## config.mk

```make
export PLATFORM = sky130hd
export DESIGN_NAME = reg_writeback_queue
export DESIGN_NICKNAME = d
export VERILOG_FILES = /design/src/rtl/wb_pkg.sv /design/src/rtl/wb_fifo.sv /design/src/rtl/reg_writeback_queue.sv
export SDC_FILE = /design/constraint.sdc
export NUM_CORES = 1
export LEC_CHECK = 0
export CAP_MARGIN = 20
export CORE_AREA = 3 3 160 162
export CTS_BUF_LIST = sky130_fd_sc_hd__clkbuf_8
export CTS_CLUSTER_SIZE = 28
export DETAILED_ROUTE_END_ITERATION = 6
export DIE_AREA = 0 0 163 165
export GPL_ROUTABILITY_DRIVEN = 0
export RECOVER_POWER = 100
export SLEW_MARGIN = 20
export SYNTH_ARGS = -nofsm -noshare
export SYNTH_HDL_FRONTEND = slang
export SYNTH_SLANG_ARGS = --single-unit
```

## constraint.sdc

```tcl
create_clock -name clk -period 4.06 [get_ports clk]
set_input_delay 0.812 -clock clk [delete_from_list [all_inputs] [get_ports clk]]
set_output_delay 0.812 -clock clk [all_outputs]
set_load 0.02 [all_outputs]
```

## src/rtl/wb_pkg.sv

```systemverilog
// Shared constants for the register-file writeback path (64 x 32 register file).
package wb_pkg;

    localparam int ADDR_W    = 6;
    localparam int DATA_W    = 32;
    localparam int REG_COUNT = 64;
    localparam int ZERO_REG  = 0;

endpackage

```

## src/rtl/wb_fifo.sv

```systemverilog
// In-order circular queue holding pending register writes; exposes its storage
// and per-slot valid mask so the top level can search pending destinations.
module wb_fifo
    import wb_pkg::*;
#(
    parameter int DEPTH  = 4,
    parameter int ADDR_W = wb_pkg::ADDR_W,
    parameter int DATA_W = wb_pkg::DATA_W,
    parameter int PTR_W  = $clog2(DEPTH),
    parameter int CNT_W  = $clog2(DEPTH + 1)
) (
    input  logic                      clk,
    input  logic                      rst,
    input  logic                      push,
    input  logic [ADDR_W-1:0]         push_rd,
    input  logic [DATA_W-1:0]         push_data,
    input  logic                      pop,
    output logic [ADDR_W-1:0]         head_rd,
    output logic [DATA_W-1:0]         head_data,
    output logic                      full,
    output logic                      empty,
    output logic [PTR_W-1:0]          wr_ptr,
    output logic [DEPTH-1:0]          valid_mask,
    output logic [DEPTH*ADDR_W-1:0]   entry_rd,
    output logic [DEPTH*DATA_W-1:0]   entry_data
);

    logic [ADDR_W-1:0] rd_mem_q   [DEPTH];
    logic [DATA_W-1:0] data_mem_q [DEPTH];
    logic [PTR_W-1:0]  rd_ptr_q, rd_ptr_d;
    logic [PTR_W-1:0]  wr_ptr_q, wr_ptr_d;
    logic [CNT_W-1:0]  count_q, count_d;
    logic              do_push_s;
    logic              do_pop_s;
    logic [PTR_W-1:0]  offset_s;

    assign full   = (count_q == CNT_W'(DEPTH));
    assign empty  = (count_q == {CNT_W{1'b0}});
    assign wr_ptr = wr_ptr_q;

    // Next pointer/count; a push and a pop on the same edge leave count unchanged.
    always_comb begin
        do_push_s = push && !full;
        do_pop_s  = pop && !empty;
        rd_ptr_d  = do_pop_s  ? rd_ptr_q + PTR_W'(1) : rd_ptr_q;
        wr_ptr_d  = do_push_s ? wr_ptr_q + PTR_W'(1) : wr_ptr_q;
        case ({do_push_s, do_pop_s})
            2'b10:   count_d = count_q + CNT_W'(1);
            2'b01:   count_d = count_q - CNT_W'(1);
            default: count_d = count_q;
        endcase
    end

    // Pointer and occupancy registers.
    always_ff @(posedge clk) begin
        if (rst) begin
            rd_ptr_q <= {PTR_W{1'b0}};
            wr_ptr_q <= {PTR_W{1'b0}};
            count_q  <= {CNT_W{1'b0}};
        end else begin
            rd_ptr_q <= rd_ptr_d;
            wr_ptr_q <= wr_ptr_d;
            count_q  <= count_d;
        end
    end

    // Entry storage is deliberately left uncleared by reset; the valid mask gates it.
    always_ff @(posedge clk) begin
        if (do_push_s) begin
            rd_mem_q[wr_ptr_q]   <= push_rd;
            data_mem_q[wr_ptr_q] <= push_data;
        end
    end

    // Head view, flattened storage and per-slot occupancy derived from distance to rd_ptr.
    always_comb begin
        head_rd   = empty ? {ADDR_W{1'b0}} : rd_mem_q[rd_ptr_q];
        head_data = empty ? {DATA_W{1'b0}} : data_mem_q[rd_ptr_q];
        offset_s  = {PTR_W{1'b0}};
        for (int i = 0; i < DEPTH; i++) begin
            entry_rd[i*ADDR_W +: ADDR_W]   = rd_mem_q[i];
            entry_data[i*DATA_W +: DATA_W] = data_mem_q[i];
            offset_s                       = PTR_W'(i) - rd_ptr_q;
            valid_mask[i]                  = ({1'b0, offset_s} < count_q);
        end
    end

endmodule

```

## src/rtl/reg_writeback_queue.sv

```systemverilog
// Writeback initiator: arbitrates memory/ALU results into wb_fifo and drains one
// register write per cycle. Pending-result forwarding is built when WB_FORWARD_EN is defined.
module reg_writeback_queue
    import wb_pkg::*;
#(
    parameter int DEPTH  = 4,
    parameter int ADDR_W = wb_pkg::ADDR_W,
    parameter int DATA_W = wb_pkg::DATA_W
) (
    input  logic              clk,
    input  logic              rst,
    input  logic              memValid,
    input  logic [ADDR_W-1:0] memRd,
    input  logic [DATA_W-1:0] memData,
    output logic              memReady,
    input  logic              aluValid,
    input  logic [ADDR_W-1:0] aluRd,
    input  logic [DATA_W-1:0] aluData,
    output logic              aluReady,
    input  logic              wbHold,
    output logic              regWrite,
    output logic [ADDR_W-1:0] rd,
    output logic [DATA_W-1:0] writeData,
    input  logic [ADDR_W-1:0] fwdRs,
    input  logic [ADDR_W-1:0] fwdRt,
    output logic              fwdRsHit,
    output logic [DATA_W-1:0] fwdRsData,
    output logic              fwdRtHit,
    output logic [DATA_W-1:0] fwdRtData
);

    localparam int                PTR_W     = $clog2(DEPTH);
    localparam logic [ADDR_W-1:0] ZERO_ADDR = ADDR_W'(ZERO_REG);

    logic                     full_s, empty_s;
    logic                     mem_acc_s, alu_acc_s;
    logic                     push_s, pop_s;
    logic [ADDR_W-1:0]        push_rd_s, head_rd_s;
    logic [DATA_W-1:0]        push_data_s, head_data_s;
    logic [PTR_W-1:0]         wr_ptr_s;
    logic [DEPTH-1:0]         valid_mask_s;
    logic [DEPTH*ADDR_W-1:0]  entry_rd_s;
    logic [DEPTH*DATA_W-1:0]  entry_data_s;

    // Memory wins arbitration; readies look only at registered occupancy so wbHold never reaches them.
    always_comb begin
        memReady    = !rst && !full_s;
        aluReady    = !rst && !full_s && !memValid;
        mem_acc_s   = memValid && memReady;
        alu_acc_s   = aluValid && aluReady;
        push_rd_s   = mem_acc_s ? memRd   : aluRd;
        push_data_s = mem_acc_s ? memData : aluData;
        push_s      = (mem_acc_s || alu_acc_s) && (push_rd_s != ZERO_ADDR);
        regWrite    = !rst && !empty_s && !wbHold;
        pop_s       = regWrite;
        rd          = head_rd_s;
        writeData   = head_data_s;
    end

    wb_fifo #(
        .DEPTH  (DEPTH),
        .ADDR_W (ADDR_W),
        .DATA_W (DATA_W)
    ) u_fifo (
        .clk        (clk),
        .rst        (rst),
        .push       (push_s),
        .push_rd    (push_rd_s),
        .push_data  (push_data_s),
        .pop        (pop_s),
        .head_rd    (head_rd_s),
        .head_data  (head_data_s),
        .full       (full_s),
        .empty      (empty_s),
        .wr_ptr     (wr_ptr_s),
        .valid_mask (valid_mask_s),
        .entry_rd   (entry_rd_s),
        .entry_data (entry_data_s)
    );

`ifdef WB_FORWARD_EN
    // Walks slots oldest-to-newest ending just behind wr_ptr, so the last match is the newest.
    function automatic logic [DATA_W:0] fwd_lookup(
        input logic [ADDR_W-1:0]       addr,
        input logic [PTR_W-1:0]        wptr,
        input logic [DEPTH-1:0]        valid,
        input logic [DEPTH*ADDR_W-1:0] rds,
        input logic [DEPTH*DATA_W-1:0] datas
    );
        logic [DATA_W:0]  result;
        logic [PTR_W-1:0] idx;
        logic             match;
        result = {(DATA_W+1){1'b0}};
        for (int k = DEPTH; k >= 1; k--) begin
            idx    = wptr - PTR_W'(k);
            match  = valid[idx] && (rds[idx*ADDR_W +: ADDR_W] == addr) && (addr != ZERO_ADDR);
            result = match ? {1'b1, datas[idx*DATA_W +: DATA_W]} : result;
        end
        return result;
    endfunction

    // Forwarding lookups for both source operands.
    always_comb begin
        {fwdRsHit, fwdRsData} = fwd_lookup(fwdRs, wr_ptr_s, valid_mask_s, entry_rd_s, entry_data_s);
        {fwdRtHit, fwdRtData} = fwd_lookup(fwdRt, wr_ptr_s, valid_mask_s, entry_rd_s, entry_data_s);
    end
`else
    logic unused_fwd_s;

    assign unused_fwd_s = ^{fwdRs, fwdRt, wr_ptr_s, valid_mask_s, entry_rd_s, entry_data_s};
    assign fwdRsHit     = 1'b0;
    assign fwdRsData    = {DATA_W{1'b0}};
    assign fwdRtHit     = 1'b0;
    assign fwdRtData    = {DATA_W{1'b0}};
`endif

endmodule

```

==> Flow_metrics.wiki, run 1 <==
{| class="wikitable"
! Metric !! Value
|-
| Initial drt markers || approximately 130
|-
| Endpoint required time on the critical path || 3.25 ns
|-
| Number of cells traversed by the worst register-to-register path || 6
|-
| Initial Utilization || a little under 30%
|-
| Top cells by area in the synthesized netlist || edfxtp_1, mux4_2, buf_4
|-
| Area of the core || 24200 sq um
|-
| Number of setup buffers added after CTS || 0
|-
| Initial antenna violation count || 0
|-
| NumNets Final || approximately 640
|-
| First-pass GRT wire length || about 22 mm
|-
| Remaining global-route overflow || 0
|-
| Worst supply voltage drop on vdd || 0.193 mV
|-
| Total global-route track usage || between 10 and 15%
|-
| Setup Total Neg Slack || 0 ns
|-
| Most used standard cells in the synthesized netlist || edfxtp_1, buf_4, nor2b_1, mux2_2, mux4_2
|-
| Critical Path End Type || output pin
|-
| Post-CTS Hold Buffers || 0
|-
| Vias after detailed routing || ~3800
|-
| Vias per Instance || ~4.3
|-
| Count of pins over their slew limit || 0
|-
| Die Ht || between 150 and 200 um
|-
| Setup violators final || 0
|-
| Clock transition at the register clock pins on the worst setup and hold paths after CTS || 0.08 ns
|-
| Most used standard cell by instance count after synthesis || edfxtp_1
|-
| Area fraction of the dominant cell type after synthesis || 63.2%
|-
| P_leak || approximately 3.0 nW
|-
| Highest clock rate || approximately 0.28 GHz
|-
| Sink Count || around 160
|-
| Average detailed-routed wire length per instance || 16.7 um
|-
| Sum of internal, switching and leakage power || 0.00411 W
|-
| Final hold violation count || 0
|-
| Origin of the worst min-delay path || u_fifo.rd_ptr_q[0]
|-
| Netlist cell types || 27
|-
| Dominant synthesized flop cell || edfxtp_1
|-
| Type of the tightest min-delay check || flip-flop to flip-flop
|-
| Reg-to-reg startpoint || u_fifo.count_q[1]
|-
| Arrival time of the worst setup path || about 2.7 ns
|-
| Period Utilization, post-route || ~90%
|-
| Kind of start point of the critical path || flip-flop
|-
| Skew final || between 0.01 and 0.015 ns
|-
| Initial DRT Pass Iterations || 4
|-
| Root Buffer || clkbuf_8
|-
| Synthesized netlist cell count || between 400 and 500
|-
| HPWL after detailed placement || about 9.5 mm
|-
| Minimum setup slack among reg-to-reg paths || approximately 1.1 ns
|-
| Synthesized area per cell || 17.7 sq um
|-
| Share of synthesized registers carrying an async set or reset || 0%
|-
| Capturing point of the worst reg2reg path || u_fifo.rd_mem_q[3][4]
|-
| Via count of the first global-routing pass || between 3000 and 4000
|-
| Synthesis-to-layout area growth || 24.8%
|-
| Post-synthesis register bit count || 161
|-
| Worst Hold Slack || between 0.5 and 0.6 ns
|-
| Inserted Clock Buffers || 17
|-
| RSZ-0062 raised after global routing || false
|-
| Final Core Density || a little under two fifths
|-
| Total length of routed wires || roughly 15 mm
|-
| Max transition margin || approximately a quarter
|-
| Row cnt || between 50 and 60
|-
| Top Ports || 200
|-
| Number of resized instances in the post-cts repair step || 0
|-
| Min cycle time layout || between 3 and 4 ns
|-
| Hold path cells || 2
|-
| Slew at the pin closest to its max-slew limit || 1.10 ns
|-
| Outcome || complete, no violations
|-
| Layout cells sized above 1 || between 10 and 15%
|-
| Sequential element share of the synthesized area || between 60% and 70%
|-
| Maximum fanout along the worst path || 21
|-
| Maximum buffer depth of the clock tree || 2
|-
| Clock latency on the worst-skew pair || 0.44 ns
|-
| Max-cap viol count || 0
|-
| Power density over the cells || between 400 and 500 nW/um^2
|-
| Cell taking the most area after synthesis || edfxtp_1
|-
| Yosys warnings || 0
|-
| Diode insertion count for antenna repair || 0
|-
| Clock tree from TritonCTS || yes
|-
| Post-route antenna net violation count || 0
|-
| Area enclosed by the die boundary || about 27000 sq um
|-
| Total number of H-tree levels || 4
|-
| Number of enable-type register cells in the synthesized netlist || 152
|-
| Die width || ~160 um
|-
| Mapped Area || between 7000 and 8000 sq um
|-
| Maximum number of pins on one net before global-route repair || 39
|-
| Count of input and output buffers || 121
|-
| Remaining routing DRC violations || 0
|-
| Critical path class || flip-flop to output pin
|}
## power breakdown
group	internal (W)	leakage, nW	switching (W)	total (W)
logic	0.000441	1.38	0.000508	0.000949
registers	0.00194	1.46	0.0000552	0.00199
clock network	0.000555	0.196	0.000612	0.00117
total	0.00293	3.03	0.00118	0.00411
## metrics by stage
stage,instances,area (sq um),worst slack (ns)
after global placement,847,8680,0.663
after detailed placement,847,8680,0.607
final,879,9020,0.512
after floorplan,474,7470,0.123
after CTS,879,9070,0.469
after global routing,879,9020,0.306
## layout by cell type, fill, tap and decap left out, types with 2 or more instances in the layout
master and count:
inv_8 2, dlygate4sd3_1 39, mux2_1 38, mux4_2 38
o21ai_0 2, inv_1 5, nor4_1 2, clkinv_4 2
clkinvlp_4 2, xor2_1 2, inv_6 3, ha_1 5
nor3b_1 2, conb_1 66, nor3_1 3, a21oi_1 4
dfxtp_1 7, clkinv_1 2, nor2_1 7, buf_12 5
clkinv_2 2, clkdlybuf4s50_1 82, buf_4 4, nand2b_1 3
clkbuf_8 17, nor2b_1 41, bufinv_16 2, mux2i_1 2
edfxtp_1 152, nand2_1 2, or3_1 2
## sequential cells by signal, indices dropped and copies added, names as in the netlist, named ones only
signal	flops
u_fifo.data_mem_q	128
u_fifo.rd_mem_q	24
u_fifo.count_q	3
u_fifo.rd_ptr_q	2
u_fifo.wr_ptr	2
## critical path: stages, from the launching register on
cell and delay [ns]:
dfxtp_4 0.64, buf_12 0.29, mux4_2 0.54, nor2b_1 0.16, dlygate4sd3_1 0.67
## cells by family (layout without fill, tap and decap cells)
group | after synthesis | in the layout | synth area share (%)
adder cells (fa/ha/maj) | 6 | 6 | 1.14
AND/OR/NAND/NOR | 65 | 65 | 5.44
multiplexers | 78 | 78 | 18.0
buffers and inverters | 88 | 169 | 8.47
AO/OA/AOI/OAI | 7 | 7 | 0.797
flip-flops | 161 | 161 | 65.7
XOR/XNOR | 3 | 3 | 0.364
other | 1 | 66 | 0.0519
## layer usage
| layer | up-vias | track usage [%] | wire, um |
|---|---|---|---|
| li1 | 1685 | - | - |
| met1 | 1923 | 13.8 | 6210 |
| met2 | 154 | 19.3 | 7420 |
| met3 | 13 | 2.78 | 876 |
| met4 | 0 | 3.73 | 176 |
| met5 | - | 0 | 0 |
## layout make-up
type | instances | area, sq um
clock buffer | 17 | 234
timing repair buffer | 132 | 1350
fill | 2300 | 15200
multi-input combinational | 225 | 2100
clock inverter | 15 | 159
inverter | 5 | 18.8
tap | 324 | 405
sequential | 161 | 4750
## worst max-delay path by stage
stage               startpoint                       to  cells after the start  slack (ns)
floorplan                  rst  u_fifo.data_mem_q[0][0]                      3        0.12
global placement      memValid                 aluReady                      3        0.66
detailed placement    aluRd[2]        u_fifo.count_q[2]                     10        0.61
CTS                  flip-flop                    rd[4]                      4        0.47
global route               rst    u_fifo.rd_mem_q[3][4]                      7        0.31
finish               flip-flop             writeData[5]                      4        0.51
Note: power is estimated with default switching activity, not from simulation.
==> inputs of run 2 (changes only) <==
- CORE_AREA: 3 3 160 162 -> 2 2 159 161
- DIE_AREA: 0 0 163 165 -> 0 0 161 163
- clock period: 4.06 -> 3.15 ns (I/O delays scaled with it)
==> run 2 against run 1 <==
- clock power up 20%
- sequential cell count unchanged
- register-to-register slack worse by 0.45 ns
- via count down 1.2%
- sequential power up 28%
- power up 27%
- sequential share of layout area down 0.10 points
- critical endpoint is now u_fifo.count_q[2]
- worst hold slack better by 0.0035 ns
- global-route usage down 0.050 points
- highest routed layer unchanged
==> Flow_metrics.wiki, run 2 (synthesized netlist as in run 1, its figures left out) <==
{| class="wikitable"
! Metric !! Value
|-
| Outcome || complete, no violations (unchanged)
|-
| Row cnt || 58 (was 57)
|-
| Highest clock rate || 0.333 GHz
|-
| Top Ports || 200 (unchanged)
|-
| Number of cells traversed by the worst register-to-register path || 9 (was 6)
|-
| Clock transition at the register clock pins on the worst setup and hold paths after CTS || 0.09 ns (was 0.08 ns)
|-
| Remaining routing DRC violations || 0 (unchanged)
|-
| Die width || 161 um (was 163 um)
|-
| Initial DRT Pass Iterations || 4 (unchanged)
|-
| NumNets Final || 649 (was 641)
|-
| Inserted Clock Buffers || 17 (unchanged)
|-
| Sink Count || 161 (unchanged)
|-
| Total number of cells along the worst setup path || 10 (was 4)
|-
| Endpoint required time on the critical path || 3.52 ns (was 3.25 ns)
|-
| Synthesis-to-layout area growth || 25.1% (was 24.8%)
|-
| Capture point of the worst path || u_fifo.count_q[2] (was writeData[5])
|-
| Switching Power || 0.00155 W (was 0.00118 W)
|-
| Kind of start point of the critical path || input port (was flip-flop)
|-
| Capturing point of the worst reg2reg path || u_fifo.count_q[2] (was u_fifo.rd_mem_q[3][4])
|-
| Type of the tightest min-delay check || flip-flop to flip-flop (unchanged)
|-
| Register ranked first by flip-flop count || u_fifo.data_mem_q (unchanged)
|-
| Area enclosed by the die boundary || 26200 sq um (was 26900 sq um)
|-
| Maximum fanout along the worst path || 2 (was 21)
|-
| Setup Total Neg Slack || 0 ns (unchanged)
|-
| RSZ-0062 raised after global routing || false (unchanged)
|-
| Setup violators final || 0 (unchanged)
|-
| Vias per Instance || 4.18 (was 4.29)
|-
| P_leak || 2.97 nW (was 3.03 nW)
|-
| Count of pins over their slew limit || 0 (unchanged)
|-
| Max-cap viol count || 0 (unchanged)
|-
| Commonest cells after routing, fill and taps aside || edfxtp_1, clkdlybuf4s50_1, conb_1 (was edfxtp_1, clkdlybuf4s50_1, conb_1, nor2b_1, dlygate4sd3_1)
|-
| Diode insertion count for antenna repair || 0 (unchanged)
|-
| Maximum buffer depth of the clock tree || 2 (unchanged)
|-
| Worst supply voltage drop on vdd || 0.308 mV (was 0.193 mV)
|-
| Critical path class || input port to flip-flop (was flip-flop to output pin)
|-
| Minimum setup slack among reg-to-reg paths || 0.66 ns (was 1.11 ns)
|-
| Final standard cell area without fillers || 9040 sq um (was 9020 sq um)
|-
| Source of the critical timing path || aluRd[3]
|-
| Total number of H-tree levels || 4 (unchanged)
|-
| Min cycle time layout || around 3.0 ns
|-
| Top Registers || u_fifo.data_mem_q x128, u_fifo.rd_mem_q x24, u_fifo.count_q x3 (unchanged)
|-
| Arrival time of the worst setup path || 3.38 ns (was 2.74 ns)
|-
| Critical Path Slowest Stage Cell || dlygate4sd3_1 (unchanged)
|-
| Die Ht || 163 um (was 165 um)
|-
| Setup slack after placement || -0.218 ns (was 0.607 ns)
|-
| Layout cells sized above 1 || 16.9% (was 15.0%)
|-
| Total global-route track usage || 11.2% (about the same)
|-
| Reg-to-reg startpoint || u_fifo.count_q[2] (was u_fifo.count_q[1])
|-
| Total length of routed wires || 14.1 mm (was 14.7 mm)
|-
| Average detailed-routed wire length per instance || 15.8 um (was 16.7 um)
|-
| Clock latency on the worst-skew pair || 0.44 ns (about the same)
|-
| Cell family contributing the most delay on the critical path || simple AND/OR/NAND/NOR gates (was buffers and inverters)
|-
| Crit-path cells || dlygate4sd3_1, nor4_1, nand2_1, a32oi_1, ha_1, inv_1, fa_1, xor2_1, or3_1, a21oi_1 (was buf_12, mux4_2, nor2b_1, dlygate4sd3_1)
|-
| Root Buffer || clkbuf_8 (unchanged)
|-
| Initial antenna violation count || 0 (unchanged)
|-
| Post-CTS Hold Buffers || 0 (unchanged)
|-
| HPWL after detailed placement || 9.28 mm (was 9.46 mm)
|-
| Initial drt markers || 135 (was 126)
|-
| Via count of the first global-routing pass || 3905 (was 3990)
|-
| Worst setup slack after layout || 0.143 ns (was 0.512 ns)
|-
| Internal power || 0.00369 W (was 0.00293 W)
|-
| Power share of the clock group || 26.7% (was 28.4%)
|-
| Vias after detailed routing || 3731 (was 3775)
|-
| Remaining global-route overflow || 0 (unchanged)
|-
| Slew at the pin closest to its max-slew limit || 1.10 ns (about the same)
|-
| Proportion of power drawn by combinational gates || 24.7% (was 23.1%)
|-
| Maximum number of pins on one net before global-route repair || 39 (unchanged)
|-
| Clock tree from TritonCTS || yes (unchanged)
|-
| Switching portion of total power || 29.5% (was 28.6%)
|-
| Period Utilization, post-route || 95.4%
|-
| Fraction of power consumed by sequential logic || 48.6% (was 48.5%)
|-
| Count of input and output buffers || 121 (unchanged)
|-
| Largest register FFs || 128 (unchanged)
|-
| Buffers plus inverters on the worst setup path || 2 (unchanged)
|-
| Power density over the cells || 579 nW/um^2 (was 456 nW/um^2)
|-
| First-pass GRT wire length || 21.6 mm (was 22.4 mm)
|-
| Post-route antenna net violation count || 0 (unchanged)
|-
| Total cell area at the placement stage || 8750 sq um (was 8680 sq um)
|-
| Final hold violation count || 0 (unchanged)
|-
| Max transition margin || 26.6% (was 26.4%)
|-
| Most frequent standard cell in the layout excluding fill and tap cells || edfxtp_1 (unchanged)
|-
| Skew final || 0.0114 ns (was 0.0120 ns)
|-
| Initial Utilization || 29.3% (was 29.8%)
|-
| Worst path max stage delay || 0.58 ns (was 0.67 ns)
|-
| Area of the core || 24700 sq um (was 24200 sq um)
|-
| Critical Path End Type || flip-flop (was output pin)
|}
## run 2: changes by cell type in the layout (fill, tap and decap cells not counted), sizes merged
cell	change
clkinvlp	+4
clkinv	-4
clkbuf	+8
dlygate4sd3	-30
inv	+2
bufinv	-2
clkdlybuf4s50	+30
## run 2: cell type report
type	count	area (sq um)
fill	2361	15600
sequential	161	4750
multi-input combinational	225	2120
timing repair buffer	140	1360
tap	330	413
clock buffer	17	234
clock inverter	15	144
inverter	5	18.8
## run 2: tightest hold or removal path: stages (launching register included)
cell and delay [ns]:
dfxtp_1 0.32, o21ai_0 0.10, a21oi_1 0.07
## run 2: power groups by stage
stage / logic, W / registers (W) / clock network [W]
after floorplan: 0.000847 / 0.00257 / 0
after global placement: 0.00133 / 0.00260 / 0
after detailed placement: 0.00134 / 0.00261 / 0
after CTS: 0.00137 / 0.00255 / 0.00146
after global routing: 0.00141 / 0.00256 / 0.00155
final: 0.00129 / 0.00254 / 0.00140
## run 2: what timing repair did
item	CTS	global route
endpoints found under the setup margin	27	1
buffers inserted	2	0
gates resized for setup	0	1
## run 2: worst min-delay path by stage
stage / to / cells past startpoint / startpoint
floorplan: u_fifo.count_q[2] / 2 / u_fifo.count_q[2]
global placement: u_fifo.wr_ptr[0] / 1 / u_fifo.wr_ptr[0]
detailed placement: flip-flop / 2 / u_fifo.rd_ptr_q[0]
CTS: flip-flop / 2 / u_fifo.rd_ptr_q[1]
global route: flip-flop / 2 / u_fifo.rd_ptr_q[1]
finish: flip-flop / 2 / u_fifo.rd_ptr_q[0]
## run 2: routing by layer
layer	part of all wire (%)	up-vias	routed length [um]	global-route usage [%]
met2	52	149	7270	19.3
met1	42	1869	5870	13.5
met4	0.61	0	86	2.80
li1	-	1708	-	-
met3	6.1	5	855	3.62
met5	0	-	0	0
## run 2: metrics by stage
step	util, %	power [W]	hold WS [ns]	cells
floorplan	-	0.00342	0.465	474
global placement	35.5	0.00393	0.485	859
detailed placement	35.5	0.00396	0.511	859
CTS	37.0	0.00539	0.532	893
global route	36.6	0.00552	0.571	893
finish	36.6	0.00523	0.525	893
